File: src/rtl/lsu_pkg.sv
// LSU shared definitions: RISC-V widths, access-size and FSM encodings, byte-mask constants.
// The optional LSU_MISALIGNED_EN macro is consumed by lsu.sv.

`ifndef RISCV_ADDR_WIDTH
`define RISCV_ADDR_WIDTH 32
`endif
`ifndef RISCV_WORD_WIDTH
`define RISCV_WORD_WIDTH 32
`endif

package lsu_pkg;

    localparam int unsigned WordWidth = `RISCV_WORD_WIDTH;

    // Access size as carried on req_size_i
    typedef enum logic [1:0] {
        SizeByte    = 2'b00,
        SizeHalf    = 2'b01,
        SizeWord    = 2'b10,
        SizeIllegal = 2'b11
    } size_e;

    typedef enum logic [2:0] {
        StIdle   = 3'd0,
        StIssue0 = 3'd1,
        StWait0  = 3'd2,
        StIssue1 = 3'd3,
        StWait1  = 3'd4,
        StDone   = 3'd5
    } state_e;

    localparam logic [3:0] MaskByte = 4'b0001;
    localparam logic [3:0] MaskHalf = 4'b0011;
    localparam logic [3:0] MaskWord = 4'b1111;

    // Unshifted byte-enable mask for an access size; illegal size enables nothing
    function automatic logic [3:0] size_mask(input size_e size);
        case (size)
            SizeByte: return MaskByte;
            SizeHalf: return MaskHalf;
            SizeWord: return MaskWord;
            default:  return 4'b0000;
        endcase
    endfunction

endpackage

File: src/rtl/lsu_if.sv
// Valid/ready RAM port between the LSU (master, initiator) and the memory (slave).

`ifndef RISCV_ADDR_WIDTH
`define RISCV_ADDR_WIDTH 32
`endif

interface lsu_if
    import lsu_pkg::*;
#(
    parameter int unsigned ADDR_WIDTH = `RISCV_ADDR_WIDTH
) ();

    logic                  mem_valid_o;
    logic                  mem_ready_i;
    logic [ADDR_WIDTH-1:0] mem_addr_o;
    logic [WordWidth-1:0]  mem_wdata_o;
    logic [3:0]            mem_we_o;
    logic [WordWidth-1:0]  mem_rdata_i;

    modport master (
        output mem_valid_o,
        output mem_addr_o,
        output mem_wdata_o,
        output mem_we_o,
        input  mem_ready_i,
        input  mem_rdata_i
    );

    modport slave (
        input  mem_valid_o,
        input  mem_addr_o,
        input  mem_wdata_o,
        input  mem_we_o,
        output mem_ready_i,
        output mem_rdata_i
    );

endinterface

File: src/rtl/lsu_align.sv
// Combinational data aligner: byte enables and shifted store data spanning two words,
// and byte selection plus zero/sign extension of a two-word load window.

module lsu_align
    import lsu_pkg::*;
(
    input  size_e                  i_size,
    input  logic                   i_signed,
    input  logic [1:0]             i_offset,
    input  logic [WordWidth-1:0]   i_wdata,
    input  logic [2*WordWidth-1:0] i_rdata,   // {next word, low word}
    output logic [7:0]             o_be,      // [3:0] first beat, [7:4] second beat
    output logic [2*WordWidth-1:0] o_wdata,
    output logic [WordWidth-1:0]   o_rdata
);

    logic [4:0]           w_bit_shift;
    logic [WordWidth-1:0] w_rdata_lo;

    assign w_bit_shift = {i_offset, 3'b000};
    assign o_be        = {4'b0000, size_mask(i_size)} << i_offset;
    assign o_wdata     = {{WordWidth{1'b0}}, i_wdata} << w_bit_shift;
    assign w_rdata_lo  = WordWidth'(i_rdata >> w_bit_shift);

    // Extend the selected load bytes from bit 7 or bit 15; words pass straight through
    always_comb begin
        o_rdata = w_rdata_lo;
        unique case (i_size)
            SizeByte: o_rdata = {{(WordWidth-8){i_signed & w_rdata_lo[7]}}, w_rdata_lo[7:0]};
            SizeHalf: o_rdata = {{(WordWidth-16){i_signed & w_rdata_lo[15]}}, w_rdata_lo[15:0]};
            default:  ;
        endcase
    end

endmodule

File: src/rtl/lsu.sv
// Load/store unit: one request at a time, issued as one or two word beats on the RAM port.
// Define LSU_MISALIGNED_EN to split word-crossing misaligned accesses into two beats;
// without it, misaligned accesses complete immediately with resp_err_o = 1.

`ifndef RISCV_ADDR_WIDTH
`define RISCV_ADDR_WIDTH 32
`endif

module lsu
    import lsu_pkg::*;
#(
    parameter int unsigned ADDR_WIDTH = `RISCV_ADDR_WIDTH
) (
    input  logic                  clk,
    input  logic                  rst,
    input  logic                  req_valid_i,
    output logic                  req_ready_o,
    input  logic                  req_we_i,
    input  logic [1:0]            req_size_i,
    input  logic                  req_signed_i,
    input  logic [ADDR_WIDTH-1:0] req_addr_i,
    input  logic [WordWidth-1:0]  req_wdata_i,
    output logic                  resp_valid_o,
    output logic [WordWidth-1:0]  resp_rdata_o,
    output logic                  resp_err_o,
    lsu_if.master                 mem
);

    state_e                  r_state;
    logic                    r_we;
    size_e                   r_size;
    logic                    r_signed;
    logic [ADDR_WIDTH-1:0]   r_addr;
    logic [WordWidth-1:0]    r_wdata;
    logic                    r_split;
    logic [WordWidth-1:0]    r_beat0;
    logic                    r_mem_valid;
    logic [ADDR_WIDTH-1:0]   r_mem_addr;
    logic [WordWidth-1:0]    r_mem_wdata;
    logic [3:0]              r_mem_we;
    logic                    r_resp_valid;
    logic [WordWidth-1:0]    r_resp_rdata;
    logic                    r_resp_err;

    logic                    w_idle;
    size_e                   w_size;
    logic                    w_signed;
    logic [ADDR_WIDTH-1:0]   w_addr;
    logic [WordWidth-1:0]    w_wdata;
    logic [ADDR_WIDTH-1:0]   w_word_addr;
    logic                    w_misaligned;
    logic                    w_illegal;
    logic                    w_split;
    logic [2*WordWidth-1:0]  w_rdata_merged;
    logic [7:0]              w_be;
    logic [2*WordWidth-1:0]  w_st_data;
    logic [WordWidth-1:0]    w_ld_data;

    // In IDLE the aligner sees the live request so the first beat can register on acceptance
    assign w_idle      = (r_state == StIdle);
    assign w_size      = w_idle ? size_e'(req_size_i) : r_size;
    assign w_signed    = w_idle ? req_signed_i : r_signed;
    assign w_addr      = w_idle ? req_addr_i : r_addr;
    assign w_wdata     = w_idle ? req_wdata_i : r_wdata;
    assign w_word_addr = {w_addr[ADDR_WIDTH-1:2], 2'b00};

    assign w_misaligned = ((w_size == SizeHalf) && w_addr[0]) ||
                          ((w_size == SizeWord) && (w_addr[1:0] != 2'b00));

`ifdef LSU_MISALIGNED_EN
    assign w_illegal = (w_size == SizeIllegal);
    assign w_split   = w_misaligned && (w_be[7:4] != 4'b0000);
`else
    assign w_illegal = (w_size == SizeIllegal) || w_misaligned;
    assign w_split   = 1'b0;
`endif

    // Second beat supplies the upper word of the load window
    assign w_rdata_merged = (r_state == StWait1) ? {mem.mem_rdata_i, r_beat0}
                                                 : {{WordWidth{1'b0}}, mem.mem_rdata_i};

    lsu_align u_align (
        .i_size   (w_size),
        .i_signed (w_signed),
        .i_offset (w_addr[1:0]),
        .i_wdata  (w_wdata),
        .i_rdata  (w_rdata_merged),
        .o_be     (w_be),
        .o_wdata  (w_st_data),
        .o_rdata  (w_ld_data)
    );

    assign req_ready_o     = w_idle;
    assign resp_valid_o    = r_resp_valid;
    assign resp_rdata_o    = r_resp_rdata;
    assign resp_err_o      = r_resp_err;
    assign mem.mem_valid_o = r_mem_valid;
    assign mem.mem_addr_o  = r_mem_addr;
    assign mem.mem_wdata_o = r_mem_wdata;
    assign mem.mem_we_o    = r_mem_we;

    // Transaction FSM with registered bus and response outputs
    always_ff @(posedge clk) begin
        if (rst) begin
            r_state      <= StIdle;
            r_we         <= 1'b0;
            r_size       <= SizeByte;
            r_signed     <= 1'b0;
            r_addr       <= '0;
            r_wdata      <= '0;
            r_split      <= 1'b0;
            r_beat0      <= '0;
            r_mem_valid  <= 1'b0;
            r_mem_addr   <= '0;
            r_mem_wdata  <= '0;
            r_mem_we     <= 4'b0000;
            r_resp_valid <= 1'b0;
            r_resp_rdata <= '0;
            r_resp_err   <= 1'b0;
        end else begin
            r_mem_valid  <= 1'b0;
            r_resp_valid <= 1'b0;
            unique case (r_state)
                StIdle: begin
                    if (req_valid_i) begin
                        r_we     <= req_we_i;
                        r_size   <= w_size;
                        r_signed <= req_signed_i;
                        r_addr   <= req_addr_i;
                        r_wdata  <= req_wdata_i;
                        r_split  <= w_split;
                        if (w_illegal) begin
                            r_state      <= StDone;
                            r_resp_valid <= 1'b1;
                            r_resp_err   <= 1'b1;
                            r_resp_rdata <= '0;
                        end else begin
                            r_state     <= StIssue0;
                            r_mem_valid <= 1'b1;
                            r_mem_addr  <= w_word_addr;
                            r_mem_we    <= req_we_i ? w_be[3:0] : 4'b0000;
                            r_mem_wdata <= w_st_data[WordWidth-1:0];
                        end
                    end
                end
                StIssue0: r_state <= StWait0;
                StIssue1: r_state <= StWait1;
                StWait0, StWait1: begin
                    if (mem.mem_ready_i) begin
                        r_beat0 <= mem.mem_rdata_i;
                        if ((r_state == StWait0) && r_split) begin
                            r_state     <= StIssue1;
                            r_mem_valid <= 1'b1;
                            r_mem_addr  <= r_mem_addr + ADDR_WIDTH'(4);
                            r_mem_we    <= r_we ? w_be[7:4] : 4'b0000;
                            r_mem_wdata <= w_st_data[2*WordWidth-1:WordWidth];
                        end else begin
                            r_state      <= StDone;
                            r_resp_valid <= 1'b1;
                            r_resp_err   <= 1'b0;
                            r_resp_rdata <= r_we ? '0 : w_ld_data;
                        end
                    end
                end
                StDone:  r_state <= StIdle;
                default: r_state <= StIdle;
            endcase
        end
    end

endmodule

File: src/flat_wrapper.sv
// flat-port wrapper written by rule: the top's interface ports become plain ports
module lsu_flat import lsu_pkg::*;
#(
    parameter int unsigned ADDR_WIDTH = `RISCV_ADDR_WIDTH
)
  (clk, rst, req_valid_i, req_ready_o, req_we_i, req_size_i, req_signed_i, req_addr_i, req_wdata_i, resp_valid_o, resp_rdata_o, resp_err_o, mem_mem_valid_o, mem_mem_addr_o, mem_mem_wdata_o, mem_mem_we_o, mem_mem_ready_i, mem_mem_rdata_i);
  lsu_if #(.ADDR_WIDTH(ADDR_WIDTH)) mem_i ();
  input  logic clk;
  input  logic rst;
  input  logic req_valid_i;
  output logic req_ready_o;
  input  logic req_we_i;
  input  logic [1:0] req_size_i;
  input  logic req_signed_i;
  input  logic [ADDR_WIDTH-1:0] req_addr_i;
  input  logic [WordWidth-1:0] req_wdata_i;
  output logic resp_valid_o;
  output logic [WordWidth-1:0] resp_rdata_o;
  output logic resp_err_o;
  output wire logic [$bits(mem_i.mem_valid_o)-1:0] mem_mem_valid_o;
  output wire logic [$bits(mem_i.mem_addr_o)-1:0] mem_mem_addr_o;
  output wire logic [$bits(mem_i.mem_wdata_o)-1:0] mem_mem_wdata_o;
  output wire logic [$bits(mem_i.mem_we_o)-1:0] mem_mem_we_o;
  input wire logic [$bits(mem_i.mem_ready_i)-1:0] mem_mem_ready_i;
  input wire logic [$bits(mem_i.mem_rdata_i)-1:0] mem_mem_rdata_i;
  assign mem_mem_valid_o = mem_i.mem_valid_o;
  assign mem_mem_addr_o = mem_i.mem_addr_o;
  assign mem_mem_wdata_o = mem_i.mem_wdata_o;
  assign mem_mem_we_o = mem_i.mem_we_o;
  assign mem_i.mem_ready_i = mem_mem_ready_i;
  assign mem_i.mem_rdata_i = mem_mem_rdata_i;
  lsu #(.ADDR_WIDTH(ADDR_WIDTH)) u_core (.clk(clk), .rst(rst), .req_valid_i(req_valid_i), .req_ready_o(req_ready_o), .req_we_i(req_we_i), .req_size_i(req_size_i), .req_signed_i(req_signed_i), .req_addr_i(req_addr_i), .req_wdata_i(req_wdata_i), .resp_valid_o(resp_valid_o), .resp_rdata_o(resp_rdata_o), .resp_err_o(resp_err_o), .mem(mem_i));
endmodule
File: config.mk
export PLATFORM = sky130hd
export DESIGN_NAME = lsu_flat
export DESIGN_NICKNAME = d
export VERILOG_FILES = /design/src/rtl/lsu_pkg.sv /design/src/rtl/lsu_if.sv /design/src/rtl/lsu_align.sv /design/src/rtl/lsu.sv /design/src/flat_wrapper.sv
export SDC_FILE = /design/constraint.sdc
export NUM_CORES = 1
export LEC_CHECK = 0
export BUFFER_PORTS_ARGS = -buffer_cell sky130_fd_sc_hd__buf_2
export CORE_UTILIZATION = 45
export DETAILED_ROUTE_END_ITERATION = 16
export MAX_ROUTING_LAYER = met4
export PLACE_DENSITY = 0.68
export SYNTH_ARGS = -nofsm -noshare
export SYNTH_HDL_FRONTEND = slang
export SYNTH_SLANG_ARGS = --single-unit
File: constraint.sdc
create_clock -name clk -period 4.5 [get_ports clk]
set_input_delay 0.45 -clock clk [delete_from_list [all_inputs] [get_ports clk]]
set_output_delay 0.45 -clock clk [all_outputs]
set_load 0.03 [all_outputs]
## Word level (Yosys, flattened, before mapping)

Index checks and enable logic that the tools add are counted.

- Logic and storage cells: 83
- Input bits: 104
- Register bits after elaboration: 206
- Output and inout port bits: 104

- Equal/unequal tests: 11
- Muxes and demuxes: 35
- Shift-type cells: 3
- Bitwise operators: 5
- Reduce and logical (&&, ||, !) cells: 15

Operators by type and width:

| operator | number |
|---|---|
| $mux W32 | 12 |
| $pmux W32 S2 | 2 |
| $mux W64 | 1 |
| $shr A64 B5 Y32 | 1 |
| $shl A32 B5 Y32 | 1 |
| $mux W4 | 4 |
| $pmux W3 S4 | 1 |
| $pmux W4 S3 | 1 |
| $mux W3 | 3 |
| $mux W1 | 8 |
| $ne A2 B2 Y1 const B | 4 |
| $eq A3 B2 Y1 const B | 2 |
| $reduce_and A2 Y1 | 3 |
| $reduce_and A5 Y1 | 1 |
| $eq A2 B2 Y1 const B | 2 |
| $pmux W1 S2 | 2 |
| $reduce_and A4 Y1 | 1 |
| $reduce_bool A2 Y1 | 2 |
| $shl A4 B2 Y4 | 1 |
| $eq A3 B1 Y1 const B | 1 |
| $eq A3 B3 Y1 const B | 1 |
| $logic_not A3 Y1 | 1 |
| $not A1 Y1 | 3 |
| $reduce_or A3 Y1 | 1 |
| other kinds (7) | 10 |

## Depth between registers and ports, before layout

- Depth in word-level cells: 9
- Gate-level depth with buffers: 17

## Hierarchy

Synthesis repeated with hierarchy kept, for this count alone.

- Cell total of the unflattened synthesis: 1139
- Area total of the unflattened synthesis: 9509.1 um^2

Modules (own cells, without submodules):

| module | cells an instance | area an instance (um^2) | times used |
|---|---|---|---|
| lsu | 895 | 7430.9 | 1 |
| lsu_align | 244 | 2078.2 | 1 |

## Least setup slack after synthesis

Ideal clock, no wire load.

- Path kind: reg2reg
- Start point: register u_core.r_state[2]
- End point: register u_core.r_resp_rdata[11] (netlist: u_core.resp_rdata_o[11])
- Setup time: 76 ps
- Stages on the path, launching flop included: 17
- Data arrival time: 3741 ps
- Setup slack: 683 ps
- Data required time: 4424 ps
- Path through: dfxtp_1 buf_2 buf_2 or3_1 inv_2 buf_4 buf_2 buf_2 mux2i_1 inv_1 ha_1 nor2_1 o21bai_1 a22oi_1 o211ai_1 clkbuf_1 o22ai_1

- Cells in the longest elaborated chain, start to end: 8
- Elaborated cells on any way between the ends: 28
- Those cells by class: 8 x eq/ne; 1 x shift; 8 x mux; 1 x bitwise; 10 x reduce/logical

RTL lines:

| element | RTL line | source |
|---|---|---|
| from (decl) | lsu.sv:29 | `state_e r_state;` |
| from (signal assigned) | lsu.sv:105 | `r_state <= StIdle;` |
| from (signal assigned) | lsu.sv:133 | `r_state <= StDone;` |
| from (signal assigned) | lsu.sv:138 | `r_state <= StIssue0;` |
| $logic_not A3 Y1 * | lsu.sv:60 | `assign w_idle = (r_state == StIdle);` |
| via req_ready_o | flat_wrapper.sv:11 | `output logic req_ready_o;` |
| $mux W2 * | lsu.sv:61 | `assign w_size = w_idle ? size_e'(req_size_i) : r_size;` |
| via u_core.u_align.i_size[0] | lsu_align.sv:7 | `input size_e i_size,` |
| branches (longest 6 deep; another with $pmux W32 S2) | -- |  |
| to (signal assigned) | lsu.sv:161 | `r_resp_rdata <= r_we ? '0 : w_ld_data;` |
| to (decl) | lsu.sv:42 | `logic [WordWidth-1:0] r_resp_rdata;` |

Mark *: on every way through the listed nets, which the timed path passes. The select of a mux whose other input is x is not followed.
A chain may end at the register's enable or synchronous reset.

## Worst setup path in the final report

- Start point: register u_core.r_state[2]
- End point: register u_core.r_resp_rdata[28] (netlist: u_core.resp_rdata_o[28])

- Cells in the longest elaborated chain, start to end: 8
- Elaborated cells on any way between the ends: 29
- Those cells by class: 8 x eq/ne; 1 x shift; 8 x mux; 2 x bitwise; 10 x reduce/logical

RTL lines:

| element | RTL line |
|---|---|
| $logic_not A3 Y1 * | lsu.sv:60 |
| $mux W2 * | lsu.sv:61 |
| via u_core.u_align.i_size[0] | lsu_align.sv:7 |
| branches (longest 6 deep; another with $pmux W32 S2) | -- |

Marks and branches as above.

==> flow_summary_export.csv <==
group,metric,value,unit
outcome,status,"finished, final reports clean",
drt,route.vias.total,9087,
critical_path,critPathBufInv,2,
worst_hold_path,hp-start,"req_addr_i[28]",
sta,rsz0062_at_grt,"false",
drt,drtIter0Drc,795,
floorplanning,initial_core_util,0.462,
clock_network,cts_tree,"done",
sta,maxSlewViolCount,0,
clock_network,cts_resized,0,
critical_path,worstSetupStartpoint,"u_core.r_state[2]",
power,p_clk_frac,0.244,
place,gp_congestion,1.00,
floorplanning,dieArea,20800,µm²
critical_path,end_kind,"register",
sta,worst_pin_slew,1.14,ns
logic_synthesis,synthesis.area,9080,µm²
power,p_leak,4.34,nW
clock_network,clk_latency,0.43,ns
sta,setup_viol,0,
sta,finClkSkew,0.0148,ns
global_route,grt_pass1_vias,8102,
logic_synthesis,ys_warn_count,0,
final_layout,multiInputGateArea,5000,µm²
logic_synthesis,ys_ff_latch,174,
global_route,grt_start_max_net_pins,84,
power,p_sw_frac,0.438,
clock_network,clk_path_buf_depth,2,
logic_synthesis,avgSynthCellArea,8.09,µm²
floorplanning,dieHeight,144,µm
critical_path,worst_ep_arrival_time,3.98,ns
drt,drc,0,
sta,slew-limit-headroom,0.232,
sta,tns,0,ns
final_layout,ff_latch_area,3480,µm²
sta,hold_violations,0,
logic_synthesis,synth_cell_type_count,65,
sta,holdWs,0.249,ns
global_route,grt_pass1_wl,45.0,mm
worst_hold_path,hold_class,"primary input to register",
final_layout,nNetsFinal,1368,
floorplanning,rows,51,
global_route,antenna_found_initial,0,
power,seqPwrFrac,0.323,
logic_synthesis,seq_area_frac_synth,0.383,
drt,totalWireLength,29.5,mm
clock_network,htreeDepth,4,
sta,period_needed,3.71,ns
critical_path,slowest_delay,1.01,ns
critical_path,crit_chain,"or3_1 > inv_2 > mux2i_1 > inv_1 > ha_1 > mux2_2 > nand3_1 > a221oi_1 > a2111oi_4 > o32ai_1",
critical_path,cp-start-kind,"register",
logic_synthesis,synthArstFlopShare,0,
run,drv_cap,0,
critical_path,worstSetupPathType,"register to register",
floorplanning,core_area,19700,µm²
power,p_int,0.00335,W
clock_network,clock_sinks,174,
critical_path,cpMaxStageDelayCell,"a2111oi_4",
drt,drtPass1Iterations,5,
floorplanning,die_w,144,µm
final_layout,n_fill_cell,1941,
sta,fmax,0.269,GHz
critical_path,crit_family,"compound AO/OA/AOI/OAI gates",
logic_synthesis,yosys_most_used_dff,"dfxtp_1",
clock_network,root_buffer,"clkbuf_16",
global_route,grt-ovfl-total,0,
final_layout,fin_cells,1536,
drt,drtAntennaViolNets,0,
final_layout,drive_above_1_share,0.245,
power,combPwrFrac,0.433,
critical_path,reg2reg_from,"u_core.r_state[2]",
clock_network,clk_pin_slew,0.08,ns
clock_network,cts-hold-fix-buffers,0,
clock_network,cts_setup_buffers,0,
place,preCtsSetupSlack,0.859,ns
power,ir_drop,320,µV
logic_synthesis,synth-edff-count,0,
floorplanning,pin_count,208,
place,port_buffers,205,
critical_path,crit_fanout,16,
critical_path,crit_required,4.77,ns
final_layout,area_growth,18.0,%
sta,post-route-period-util,0.825,
place,dpl.hpwl,20.2,mm
logic_synthesis,synthCells,1123,
power,cellPowerDensity,556,nW/µm²
final_layout,n_antenna_cell,0,
drt,via_per_inst,5.92,
clock_network,cts_made_buffers,17,
power,p_switching,0.00261,W
drt,routedWlPerCell,19.2,µm
place,place_inst,1504,
sta,layout_setup_ws,0.788,ns
global_route,grt_usage,0.289,
tightest hold or removal path, cell delays in order:
cell	delay, ns
buf_2	0.09
nand2_1	0.04
a21oi_1	0.05
layer usage:
layer,GRT usage,up-vias,part of all wire
met3,0.0444,74,0.080
met1,0.386,4251,0.43
met2,0.442,426,0.46
met5,-,-,0
li1,-,4336,-
met4,0.102,0,0.026
cells by family after synthesis:
family / Yosys count / share of synthesized area
AND/OR/NAND/NOR: 366 / 0.188
AO/OA/AOI/OAI: 354 / 0.261
adder cells (fa/ha/maj): 6 / 0.00826
other: 1 / 0.000413
multiplexers: 77 / 0.0892
flip-flops: 174 / 0.383
buffers and inverters: 144 / 0.0690
XOR/XNOR: 1 / 0.000964
area by class of cell:
class | instances | share of cell area
Clock buffer | 17 | 0.0397
Clock inverter | 15 | 0.0146
Inverter | 31 | 0.0109
Multi-Input combinational cell | 806 | 0.467
Sequential cell | 174 | 0.325
Tap cell | 265 | 0.0309
Timing Repair Buffer | 228 | 0.112
cells in the final DEF (no fill, tap or decap), types with 3 or more instances in the layout:
cell       count
buf_4         24
o22ai_1        7
a21oi_1      168
mux2i_1       45
o211a_1        8
nor4bb_1      23
nand2_1      248
nor2b_1       10
o31ai_1        7
a211oi_1      36
clkbuf_16     17
inv_8          5
o21ai_0       19
o32ai_1       16
buf_2        204
and2_1         3
a221oi_1      17
nor3_1        19
nand4_1        4
ha_1           6
nand3_1       12
a2111oi_0     23
or2_2          3
o211ai_1      12
nor2_1        19
clkinv_8       3
clkinv_4       3
or3_1          9
mux2_2        32
inv_1         30
o221ai_1       9
a311oi_1       8
dfxtp_1      174
path summary, 6_finish.rpt:
| path | endpoint | slack, ns | depth (start not counted) |
|---|---|---|---|
| max | u_core.resp_rdata_o[28] | 0.79 | 10 |
| min | u_core.mem.mem_addr_o[28] | 0.25 | 3 |
| max reg2reg | u_core.resp_rdata_o[28] | 0.79 | 10 |
| min reg2reg | u_core.mem.mem_we_o[3] | 0.45 | 2 |
through the flow:
stage               total power [W]  area, µm²   util
detailed placement          0.00449      10100  0.516
finish                      0.00595      10700  0.545
floorplan                   0.00381       9090      -
global route                0.00626      10700  0.545
CTS                         0.00594      10700  0.545
global placement            0.00447      10100  0.516
power by group through the flow:
stage | clock network (W) | registers, W | logic [W]
after global placement | 0 | 0.00195 | 0.00252
after detailed placement | 0 | 0.00195 | 0.00254
after floorplan | 0 | 0.00225 | 0.00156
after global routing | 0.00154 | 0.00195 | 0.00277
final | 0.00145 | 0.00192 | 0.00258
after CTS | 0.00147 | 0.00192 | 0.00254
flip-flops by register name, indices dropped and copies added (netlist names), 2 cells and up:
| name | count |
|---|---|
| u_core.r_beat0 | 32 |
| u_core.r_addr | 2 |
| u_core.r_state | 3 |
| u_core.resp_rdata_o | 32 |
| u_core.mem.mem_addr_o | 30 |
| u_core.r_size | 2 |
| u_core.mem.mem_we_o | 4 |
| u_core.r_wdata | 32 |
| u_core.mem.mem_wdata_o | 32 |
cells in the mapped netlist, drive strengths merged, types with 3 or more instances:
library cell	count	area share
a311oi	8	0.0077
inv	31	0.013
buf	43	0.027
nand4	4	0.0028
a221oi	19	0.021
or3	9	0.0062
nor2	20	0.0085
nor2b	10	0.0069
or4b	3	0.0037
mux2	32	0.040
o22ai	7	0.0048
nor4bb	23	0.025
dfxtp	174	0.38
o31ai	9	0.0085
and2	3	0.0021
nor3	19	0.010
ha	6	0.0083
nand3	12	0.0066
a211oi	37	0.031
o221ai	9	0.0087
clkbuf	70	0.029
nand2	249	0.10
a21oi	168	0.093
o211a	8	0.0088
o21ai	19	0.010
mux2i	45	0.050
a2111oi	24	0.025
or2	3	0.0021
o32ai	16	0.015
o211ai	12	0.0099
Note: power is estimated with default switching activity, not from simulation.
